<file path="src/rtl/fp16_pkg.sv">
// Shared fp16 definitions: field widths, exponent limits and a field splitter.
// Also holds the output buffer state type used by the packer.
package fp16_pkg;

    localparam int FP16_W      = 16;
    localparam int FP16_EXP_W  = 5;
    localparam int FP16_FRAC_W = 10;

    localparam logic [FP16_EXP_W-1:0] FP16_EXP_MAX = 5'h1F;

    typedef struct packed {
        logic                   sign;
        logic [FP16_EXP_W-1:0]  exp;
        logic [FP16_FRAC_W-1:0] frac;
    } fp16_fields_t;

    typedef enum logic [1:0] {
        BUF_EMPTY,
        BUF_ONE,
        BUF_FULL
    } buf_state_t;

    function automatic fp16_fields_t fp16_split(input logic [FP16_W-1:0] x);
        return fp16_fields_t'(x);
    endfunction

endpackage

</file>
<file path="src/rtl/fp16_skid_fifo2.sv">
// Two-entry valid/ready buffer; the head entry drives dout.
// in_ready depends on registered state only.
module fp16_skid_fifo2
    import fp16_pkg::*;
#(
    parameter int W = 8
) (
    input  logic         clk,
    input  logic         rst_n,
    input  logic         push,
    input  logic [W-1:0] din,
    output logic         in_ready,
    output logic         out_valid,
    input  logic         out_ready,
    output logic [W-1:0] dout
);

    buf_state_t   state;
    buf_state_t   state_nxt;
    logic [W-1:0] head;
    logic [W-1:0] tail;
    logic         pop;

    assign pop  = out_valid & out_ready;
    assign dout = head;

    always_ff @(posedge clk or negedge rst_n) begin
        if (!rst_n) state <= BUF_EMPTY;
        else        state <= state_nxt;
    end

    always_comb begin
        state_nxt = state;
        unique case (state)
            BUF_EMPTY: if (push) state_nxt = BUF_ONE;
            BUF_ONE: begin
                if (push && !pop)      state_nxt = BUF_FULL;
                else if (!push && pop) state_nxt = BUF_EMPTY;
            end
            BUF_FULL: if (pop) state_nxt = BUF_ONE;
            default: state_nxt = BUF_EMPTY;
        endcase
    end

    always_comb begin
        out_valid = (state != BUF_EMPTY);
        in_ready  = (state != BUF_FULL);
    end

    always_ff @(posedge clk or negedge rst_n) begin
        if (!rst_n) begin
            head <= '0;
            tail <= '0;
        end else begin
            unique case (state)
                BUF_EMPTY: if (push) head <= din;
                BUF_ONE: begin
                    if (push && pop) head <= din;
                    else if (push)   tail <= din;
                end
                BUF_FULL: if (pop) head <= tail;
                default: ;
            endcase
        end
    end

endmodule

</file>
<file path="src/rtl/fp16_sum_packer.sv">
// Packs LANES consecutive fp16 results into one wide word with keep/last.
// Optional FP16_PACK_SPECIAL_EN adds a per-lane Inf/NaN flag (out_special).
module fp16_sum_packer
    import fp16_pkg::*;
#(
    parameter int          LANES = 4,
    parameter logic [15:0] PAD   = 16'h0000
) (
    input  logic                    clk,
    input  logic                    rst_n,
    input  logic                    in_valid,
    output logic                    in_ready,
    input  logic [FP16_W-1:0]       in_data,
    input  logic                    in_last,
    output logic                    out_valid,
    input  logic                    out_ready,
    output logic [FP16_W*LANES-1:0] out_data,
    output logic [LANES-1:0]        out_keep,
`ifdef FP16_PACK_SPECIAL_EN
    output logic [LANES-1:0]        out_special,
`endif
    output logic                    out_last
);

    localparam int CW = $clog2(LANES);
    localparam int DW = FP16_W * LANES;
`ifdef FP16_PACK_SPECIAL_EN
    localparam int SW = LANES;
`else
    localparam int SW = 0;
`endif
    localparam int PW = DW + LANES + 1 + SW;

    logic [CW-1:0]     cnt;
    logic [FP16_W-1:0] stage [LANES];
    logic              accept;
    logic              close;
    logic [DW-1:0]     word_data;
    logic [LANES-1:0]  word_keep;
    logic [PW-1:0]     payload;
    logic [PW-1:0]     head;

    assign accept = in_valid & in_ready;
    assign close  = accept & (in_last | (cnt == CW'(LANES - 1)));

    // Lanes below cnt come from staging, lane cnt is the live result.
    always_comb begin
        word_data = '0;
        word_keep = '0;
        for (int i = 0; i < LANES; i++) begin
            if (i < int'(cnt))
                word_data[i*FP16_W +: FP16_W] = stage[i];
            else if (i == int'(cnt))
                word_data[i*FP16_W +: FP16_W] = in_data;
            else
                word_data[i*FP16_W +: FP16_W] = PAD;
            word_keep[i] = (i <= int'(cnt));
        end
    end

`ifdef FP16_PACK_SPECIAL_EN
    logic [LANES-1:0] word_spec;

    always_comb begin
        word_spec = '0;
        for (int i = 0; i < LANES; i++) begin
            word_spec[i] = word_keep[i] &
                (fp16_split(word_data[i*FP16_W +: FP16_W]).exp == FP16_EXP_MAX);
        end
    end

    assign payload = {word_spec, in_last, word_keep, word_data};
    assign out_special = head[DW+LANES+1 +: LANES];
`else
    assign payload = {in_last, word_keep, word_data};
`endif

    assign out_data = head[0 +: DW];
    assign out_keep = head[DW +: LANES];
    assign out_last = head[DW+LANES];

    always_ff @(posedge clk or negedge rst_n) begin
        if (!rst_n) begin
            cnt <= '0;
            for (int i = 0; i < LANES; i++) stage[i] <= '0;
        end else if (accept) begin
            stage[cnt] <= in_data;
            if (close) cnt <= '0;
            else       cnt <= cnt + CW'(1);
        end
    end

    fp16_skid_fifo2 #(
        .W (PW)
    ) u_buf (
        .clk       (clk),
        .rst_n     (rst_n),
        .push      (close),
        .din       (payload),
        .in_ready  (in_ready),
        .out_valid (out_valid),
        .out_ready (out_ready),
        .dout      (head)
    );

endmodule

</file>
<file path="config.mk">
export PLATFORM = sky130hd
export DESIGN_NAME = fp16_sum_packer
export DESIGN_NICKNAME = d
export VERILOG_FILES = /design/src/rtl/fp16_pkg.sv /design/src/rtl/fp16_skid_fifo2.sv /design/src/rtl/fp16_sum_packer.sv
export SDC_FILE = /design/constraint.sdc
export NUM_CORES = 1
export LEC_CHECK = 0
export BUFFER_PORTS_ARGS = -buffer_cell sky130_fd_sc_hd__buf_4
export CAP_MARGIN = 15
export CORE_MARGIN = 10
export CORE_UTILIZATION = 40
export DETAILED_ROUTE_END_ITERATION = 16
export GPL_TIMING_DRIVEN = 0
export MAX_ROUTING_LAYER = met4
export PLACE_DENSITY_LB_ADDON = 0.1
export SYNTH_ARGS = -nofsm -noshare
export SYNTH_HDL_FRONTEND = slang
export SYNTH_SLANG_ARGS = --single-unit
</file>
<file path="constraint.sdc">
create_clock -name clk -period 7.2 [get_ports clk]
set_clock_uncertainty 0.15 [all_clocks]
set_input_delay 0.36 -clock clk [delete_from_list [all_inputs] [get_ports clk]]
set_output_delay 0.36 -clock clk [all_outputs]
set_load 0.05 [all_outputs]
</file>
==> results of run 1 <==
cell usage after synthesis (5+ instances only):
library cell	number	area [um2]
sky130_fd_sc_hd__dfrtp_1	190	4750
sky130_fd_sc_hd__mux2_2	234	2640
sky130_fd_sc_hd__buf_2	21	105
sky130_fd_sc_hd__nand3b_1	33	248
sky130_fd_sc_hd__nand2_1	66	248
sky130_fd_sc_hd__clkbuf_1	19	71.3
sky130_fd_sc_hd__a31oi_1	32	200
sky130_fd_sc_hd__and2_1	16	100
sky130_fd_sc_hd__nor3b_1	32	240
sky130_fd_sc_hd__ha_1	5	62.6
area by class of cell:
cell class                 instances  area [um2]  area share
buffer                            47         233      0.0218
clock buffer                      18         439      0.0412
clock inverter                    14         205      0.0192
inverter                           4        15.0     0.00141
multi-input combinational        441        3930       0.369
sequential                       190        4750       0.446
tap                              280         350      0.0328
timing repair buffer              94         738      0.0692
stage by stage:
step	setup WS [ns]	area [um2]	total power (uW)	hold slack (ns)	std cells
finish	4.32	10700	4810	0.0804	1088
global route	4.11	10700	5080	0.0719	1088
CTS	4.28	10700	4860	0.0732	1088
detailed placement	4.29	10000	3830	0.254	1054
global placement	4.32	9970	3760	0.306	1053
floorplan	4.79	8940	3210	-0.0856	682
worst register-to-register path, delay by kind of cell (launching register included):
kind | cells | cell delay, ns
buffers and inverters | 5 | 1.31
DFF | 1 | 0.53
muxes | 1 | 0.37
adders and majority gates | 1 | 0.22
and+or+nand+nor | 1 | 0.19
what timing repair did:
action                                  4_1_cts  5_1_grt
gates resized for setup                       0        0
hold buffers                                  2        0
endpoints found under the setup margin        0        0
endpoints found under the hold margin        83        0
power by group:
| part | switching, uW | internal, uW |
|---|---|---|
| Combinational | 1170 | 864 |
| Clock | 429 | 598 |
| Sequential | 234 | 1510 |
cell families after synthesis:
logic type      share of synthesized area
compound gates                     0.0272
xor+xnor                         0.000980
fa+ha+maj                         0.00700
buf+inv                            0.0277
flops                               0.532
mux                                 0.301
simple gates                        0.104
how the worst min path moves through the flow:
stage,startpoint,endpoint,depth (start not counted)
after floorplan,rst_n,cnt[0],0
after global placement,u_buf.tail[64],u_buf.tail[64],1
after detailed placement,rst_n,u_buf.dout[20],1
after CTS,in_last,u_buf.tail[68],2
after global routing,in_last,u_buf.tail[68],2
final,in_last,u_buf.tail[68],2
metal layers:
layer	vias to the layer above	track usage	part of all wire
met3	18	0.0287	0.029
li1	2655	-	-
met4	0	0.0428	0.012
met1	2973	0.208	0.47
met5	-	-	0
met2	113	0.261	0.49
flip-flops by register name, summed over array words and instances, names as in the netlist:
signal,count
cnt,2
stage,48
u_buf.dout,69
u_buf.state,2
u_buf.tail,69
==> key figures, run 1 <==
STA
  • Count of final hold-check violations: 0
  • Maximum clock frequency: 347 MHz
  • Final setup violation count: 0
  • Pin slew with the least headroom to its limit: 0.687 ns
  • Normalized max-slew margin: 0.542
  • Final max-slew violation count: 0
  • Setup repair after global routing missed its margin: no
  • Period utilisation layout: 0.400
  • Sum of negative setup slack: 0 ns
  • Min Tclk post-route: 2.88 ns

Worst setup path
  • Kind of capture point of the worst setup path: flip-flop
  • Reg-to-Reg Start: cnt[1]
  • Data arrival time of the critical path: 3.05 ns
  • Worst r2r path cells: 8
  • Worst path buffer plus inverter count: 5
  • Critical path data required time: 7.37 ns
  • Critical Path Sink: stage[55]
  • Worst setup path class: flip-flop to flip-flop
  • Critical register-to-register path endpoint: stage[55]
  • Worst path depth: 8
  • Crit path cell chain: clkbuf_1, inv_1, ha_1, buf_2, buf_2, nand3_2, buf_2, mux2_2
  • Most frequent CP cell: sky130_fd_sc_hd__buf_2
  • Category of cells accounting for the largest share of critical-path delay: buffers and inverters
  • Setup crit start kind: flip-flop
  • Reg-to-reg slack, setup: 4.32 ns
  • Slowest cell on crit path: sky130_fd_sc_hd__dfrtp_1
  • Worst stage delay on the critical path: 0.53 ns
  • Highest net fanout along the worst path: 10
  • Crit path launch: cnt[1]

Clock network
  • Root cell of the clock tree: sky130_fd_sc_hd__clkbuf_16
  • Clock tree from TritonCTS: done
  • Number of H-tree branching levels: 4
  • Clock buffers created by TritonCTS: 17
  • CTS Buffer Depth: 2
  • Worst-Skew Late Latency: 0.44 ns
  • Clock transition at the registers of the reported paths: around 0.070 ns
  • Sinks on Clock Net: between 150 and 200
  • Buffer count from post-CTS setup fixing: 0

Routing
  • Post-DRT Antenna Nets: 0
  • Vias per cell: 5.29
  • Iteration-0 DRC count of the detailed router: 250
  • Routed wire length: 22.4 mm
  • DR vias: 5759
  • Drt drc: 0
  • Routed wire per std cell: 20.6 um
  • Drt first pass iters: 4

Power
  • Leakage: between 0.005 and 0.006 uW
  • PD cells: roughly 450 nW/um2
  • Worst IR Drop VDD: between 0.0002 and 0.00025 V

Layout
  • Final Util: 0.487
  • Commonest non-fill, non-tap cell in the layout: sky130_fd_sc_hd__mux2_2
  • Share of final-layout standard cells stronger than drive strength 1: 0.489
  • Number of nets in the finished design: between 800 and 900
  • Layout fillers: 1999
  • Number of antenna cells inserted: 0
  • Area grow syn2layout: 19.4%
  • Most used cells in the layout excluding fill and tap cells: sky130_fd_sc_hd__mux2_2 (234), sky130_fd_sc_hd__dfrtp_1 (190), sky130_fd_sc_hd__buf_4 (94)

Logic synthesis
  • Synthesized area per cell: 13.1 um2
  • Proportion of synthesized flip-flops having asynchronous set or reset: 1.00
  • Summed instance area of the synthesized netlist: 8940 um2
  • Post-Synthesis Cells: between 600 and 700
  • Count of flip-flops with a built-in enable after synthesis: 0
  • Yosys warning count: 0
  • Sequential-to-total area share from yosys stat: 0.532
  • Synth Net Count: 708
  • Number of distinct standard cells referenced by the synthesized netlist: 29
  • #FFs+latches synth: between 150 and 200
  • Primary FF master, synth: sky130_fd_sc_hd__dfrtp_1

Global routing
  • Overflow after GRT: 0
  • Initial antenna violation count: 0
  • Global-route wire length before repair: 35.4 mm
  • Maximum number of pins on one net before global-route repair: 109
  • Global-route usage over all layers: 0.162
  • Vias in the first global route: 6184

Flow run
  • Max-capacitance violation count: 0

Placed design
  • Routability-driven placement congestion ratio: approximately 0.82
  • Number of buffers added on ports: 91
  • Final HPWL DP: 15.5 mm

Worst hold path
  • Worst min-delay path category: input pin to flip-flop

Die
  • Die extent in y: about 170 um
  • Horiz. Die Dim: about 170 um
  • Die area: about 29000 um2
  • Std cell rows: 54
  • CORE AREA: 21900 um2
  • Initial cell density of the core: 0.408
  • I/O pin total: a little over 90

Run status
  • Run status: finished clean
Power figures use the tool's default switching activity.
==> inputs of run 2 (changes only) <==
ABC_AREA = 1   (was not set)
clock period = 2.9 ns   (was 7.2 ns; I/O delays follow)
==> run 2 against run 1 <==
Against the previous run: register-to-register slack lost 4.0 ns; hold slack got worse by 0.060 ns; critical path depth rose by 4; clock power grew 120%; sequential share of layout area up 0.46 points; total power up 130%; area after synthesis fell by 2.5%; die area decreased by 2.2%; clock-buffer cell count increased by 3; worst setup slack got worse by 4.0 ns; critical endpoint is now u_buf.dout[6]; largest power group unchanged.
==> key figures, run 2 <==
Run status
  • Run status: finished clean

Power
  • PD cells: 1060 nW/um2 (+140%)
  • Worst IR Drop VDD: 0.000457 V (+95%)
  • Leakage: 0.00576 uW (+14%)
  • Overall power of the completed layout: 11200 uW (+130%)

Logic synthesis
  • Post-Synthesis Cells: 1135 (+66%)
  • Proportion of synthesized flip-flops having asynchronous set or reset: 1.00 (unchanged)
  • Primary FF master, synth: sky130_fd_sc_hd__dfrtp_1
  • Summed instance area of the synthesized netlist: 8720 um2 (-2.5%)
  • Synthesized area per cell: 7.68 um2 (-41%)
  • Number of distinct standard cells referenced by the synthesized netlist: 23 (-21%)
  • Synth Net Count: 1161 (+64%)
  • #FFs+latches synth: 190 (unchanged)
  • Yosys warning count: 0 (unchanged)
  • Sequential-to-total area share from yosys stat: 0.545 (+0.0134)
  • Count of flip-flops with a built-in enable after synthesis: 0 (unchanged)
  • Cell taking the most area after synthesis: sky130_fd_sc_hd__dfrtp_1
  • Share of Yosys cell area claimed by the top area cell type: 0.545 (+0.0134)
  • Most frequently used cell type in the post-synthesis netlist: sky130_fd_sc_hd__nand2_1
  • Commonest cells in the synthesized netlist: sky130_fd_sc_hd__nand2_1 (653), sky130_fd_sc_hd__dfrtp_1 (190), sky130_fd_sc_hd__o21ai_0 (107)
  • Largest cells by area after synthesis: sky130_fd_sc_hd__dfrtp_1 (55%), sky130_fd_sc_hd__nand2_1 (28%), sky130_fd_sc_hd__o21ai_0 (6.1%)

Clock network
  • CTS Buffer Depth: 2 (unchanged)
  • Buffer count from post-CTS setup fixing: 0 (unchanged)
  • Clock buffers created by TritonCTS: 17 (unchanged)
  • Number of H-tree branching levels: 4 (unchanged)
  • Hold buffers post-CTS: 19 (+17)
  • Root cell of the clock tree: sky130_fd_sc_hd__clkbuf_16
  • Worst-Skew Late Latency: 0.43 ns (about the same)
  • Post-CTS sizing: 0 (unchanged)
  • Sinks on Clock Net: 190 (unchanged)
  • Clock transition at the registers of the reported paths: 0.07 ns (about the same)
  • Clock tree from TritonCTS: done

Layout
  • Layout fillers: 2148 (+7.5%)
  • Final Util: 0.498 (+0.0103)
  • Commonest non-fill, non-tap cell in the layout: sky130_fd_sc_hd__nand2_1
  • Number of antenna cells inserted: 0 (unchanged)
  • Most used cells in the layout excluding fill and tap cells: sky130_fd_sc_hd__nand2_1 (653), sky130_fd_sc_hd__dfrtp_1 (190), sky130_fd_sc_hd__o21ai_0 (107)
  • Area grow syn2layout: 21.1%
  • Share of final-layout standard cells stronger than drive strength 1: 0.146 (-0.343)
  • Number of nets in the finished design: 1292 (+57%)

STA
  • Normalized max-slew margin: 0.633 (+0.0908)
  • Final setup violation count: 0 (unchanged)
  • Sum of negative setup slack: 0 ns (unchanged)
  • Pin slew with the least headroom to its limit: 0.550 ns (-0.136 ns)
  • Count of final hold-check violations: 0 (unchanged)
  • Min Tclk post-route: 2.58 ns (-0.298 ns)
  • Period utilisation layout: 0.891 (+0.491)
  • Setup repair after global routing missed its margin: no
  • Final max-slew violation count: 0 (unchanged)
  • Maximum clock frequency: 387 MHz (+12%)

Worst setup path
  • Critical path data required time: 3.07 ns (-4.30 ns)
  • Crit path launch: cnt[1]
  • Kind of capture point of the worst setup path: flip-flop
  • Reg-to-Reg Start: cnt[1]
  • Setup crit start kind: flip-flop
  • Worst setup path class: flip-flop to flip-flop
  • Data arrival time of the critical path: 2.76 ns (-0.29 ns)
  • Highest net fanout along the worst path: 12 (+2)

Routing
  • Vias per cell: 4.79 (-9.6%)
  • Post-DRT Antenna Nets: 0 (unchanged)
  • DR vias: 7427 (+29%)
  • Drt drc: 0 (unchanged)
  • Drt first pass iters: 5 (+1)
  • Routed wire per std cell: 16.1 um (-22%)
  • Routed wire length: 25.0 mm (+11%)
  • Iteration-0 DRC count of the detailed router: 775 (+210%)

Die
  • Initial cell density of the core: 0.411 (+0.00258)
  • Die extent in y: 168 um (-1.1%)
  • Die area: 28100 um2 (-2.2%)
  • Std cell rows: 53 (-1.9%)
  • CORE AREA: 21200 um2 (-3.1%)
  • Horiz. Die Dim: 168 um (-1.1%)
  • I/O pin total: 92 (unchanged)

Placed design
  • Routability-driven placement congestion ratio: 0.842 (+2.5%)
  • Final HPWL DP: 18.1 mm (+17%)
  • Number of buffers added on ports: 91 (unchanged)

Global routing
  • Global-route usage over all layers: 0.182 (+0.0201)
  • Overflow after GRT: 0 (unchanged)
  • Initial antenna violation count: 0 (unchanged)
  • Vias in the first global route: 7252 (+17%)
  • Global-route wire length before repair: 40.5 mm (+15%)
  • Maximum number of pins on one net before global-route repair: 89 (-18%)

Flow run
  • Max-capacitance violation count: 0 (unchanged)

Worst hold path
  • Worst min-delay path category: input pin to asynchronous set/reset pin
==> run 2: cells by family (layout without fill, tap and decap cells) <==
group / after synthesis / in the layout / synth area share
AO/OA/AOI/OAI: 124 / 124 / 0.0716
AND/OR/NAND/NOR: 702 / 702 / 0.311
adder cells (fa/ha/maj): 5 / 5 / 0.00718
XOR/XNOR: 1 / 1 / 0.00100
buffers and inverters: 113 / 255 / 0.0639
flip-flops: 190 / 190 / 0.545
==> run 2: worst paths after layout <==
check | to | slack, ns | cells after the start
setup reg to reg | u_buf.dout[6] | 0.32 | 12
max in group asynchronous | stage[24] | 1.51 | 4
min in group clk | cnt[1] | 0.07 | 4
setup / recovery | u_buf.dout[6] | 0.32 | 12
hold reg to reg | u_buf.dout[31] | 0.33 | 2
hold / removal | u_buf.dout[48] | 0.02 | 2
==> run 2: per-stage QoR <==
stage | hold slack [ns] | area [um2] | cells | setup WS (ns)
2_1_floorplan | -0.301 | 8720 | 1135 | 0.787
3_3_place_gp | 0.309 | 9740 | 1501 | 0.140
3_5_place_dp | -0.109 | 9810 | 1503 | 0.332
4_1_cts | 0.0341 | 10600 | 1552 | 0.322
5_1_grt | 0.0452 | 10600 | 1552 | 0.0741
6_report | 0.0202 | 10600 | 1552 | 0.316
==> run 2: where the power goes <==
group          switching, uW  leakage (uW)  internal (uW)  total, uW
registers                538       0.00248           3680       4220
logic                   3250       0.00302           1420       4680
clock network           1020      0.000262           1290       2310
==> run 2: per-layer routing <==
metal | track usage | up-vias | part of all wire
li1 | - | 3759 | -
met1 | 0.254 | 3488 | 0.49
met2 | 0.274 | 160 | 0.45
met3 | 0.0290 | 20 | 0.043
met4 | 0.0416 | 0 | 0.011
met5 | - | - | 0
==> run 2: critical path, stage by stage, from the launching register on <==
cell and delay, ns:
sky130_fd_sc_hd__dfrtp_1 0.37, sky130_fd_sc_hd__buf_2 0.24, sky130_fd_sc_hd__clkinv_1 0.24, sky130_fd_sc_hd__buf_2 0.27
sky130_fd_sc_hd__ha_1 0.20, sky130_fd_sc_hd__buf_2 0.17, sky130_fd_sc_hd__inv_1 0.19, sky130_fd_sc_hd__buf_2 0.26
sky130_fd_sc_hd__nand2_1 0.07, sky130_fd_sc_hd__nand2_1 0.09, sky130_fd_sc_hd__o21ai_0 0.10, sky130_fd_sc_hd__nand2_1 0.10
sky130_fd_sc_hd__nand2_1 0.05
==> run 2: cell type report <==
type / instances / area [um2] / share of cell area
Clock inverter: 9 / 113 / 0.0107
Clock buffer: 21 / 450 / 0.0427
Timing Repair Buffer: 112 / 936 / 0.0886
Tap cell: 275 / 344 / 0.0326
Multi-Input combinational cell: 832 / 3410 / 0.323
Sequential cell: 190 / 4750 / 0.450
Inverter: 46 / 175 / 0.0166
Buffer: 67 / 382 / 0.0361
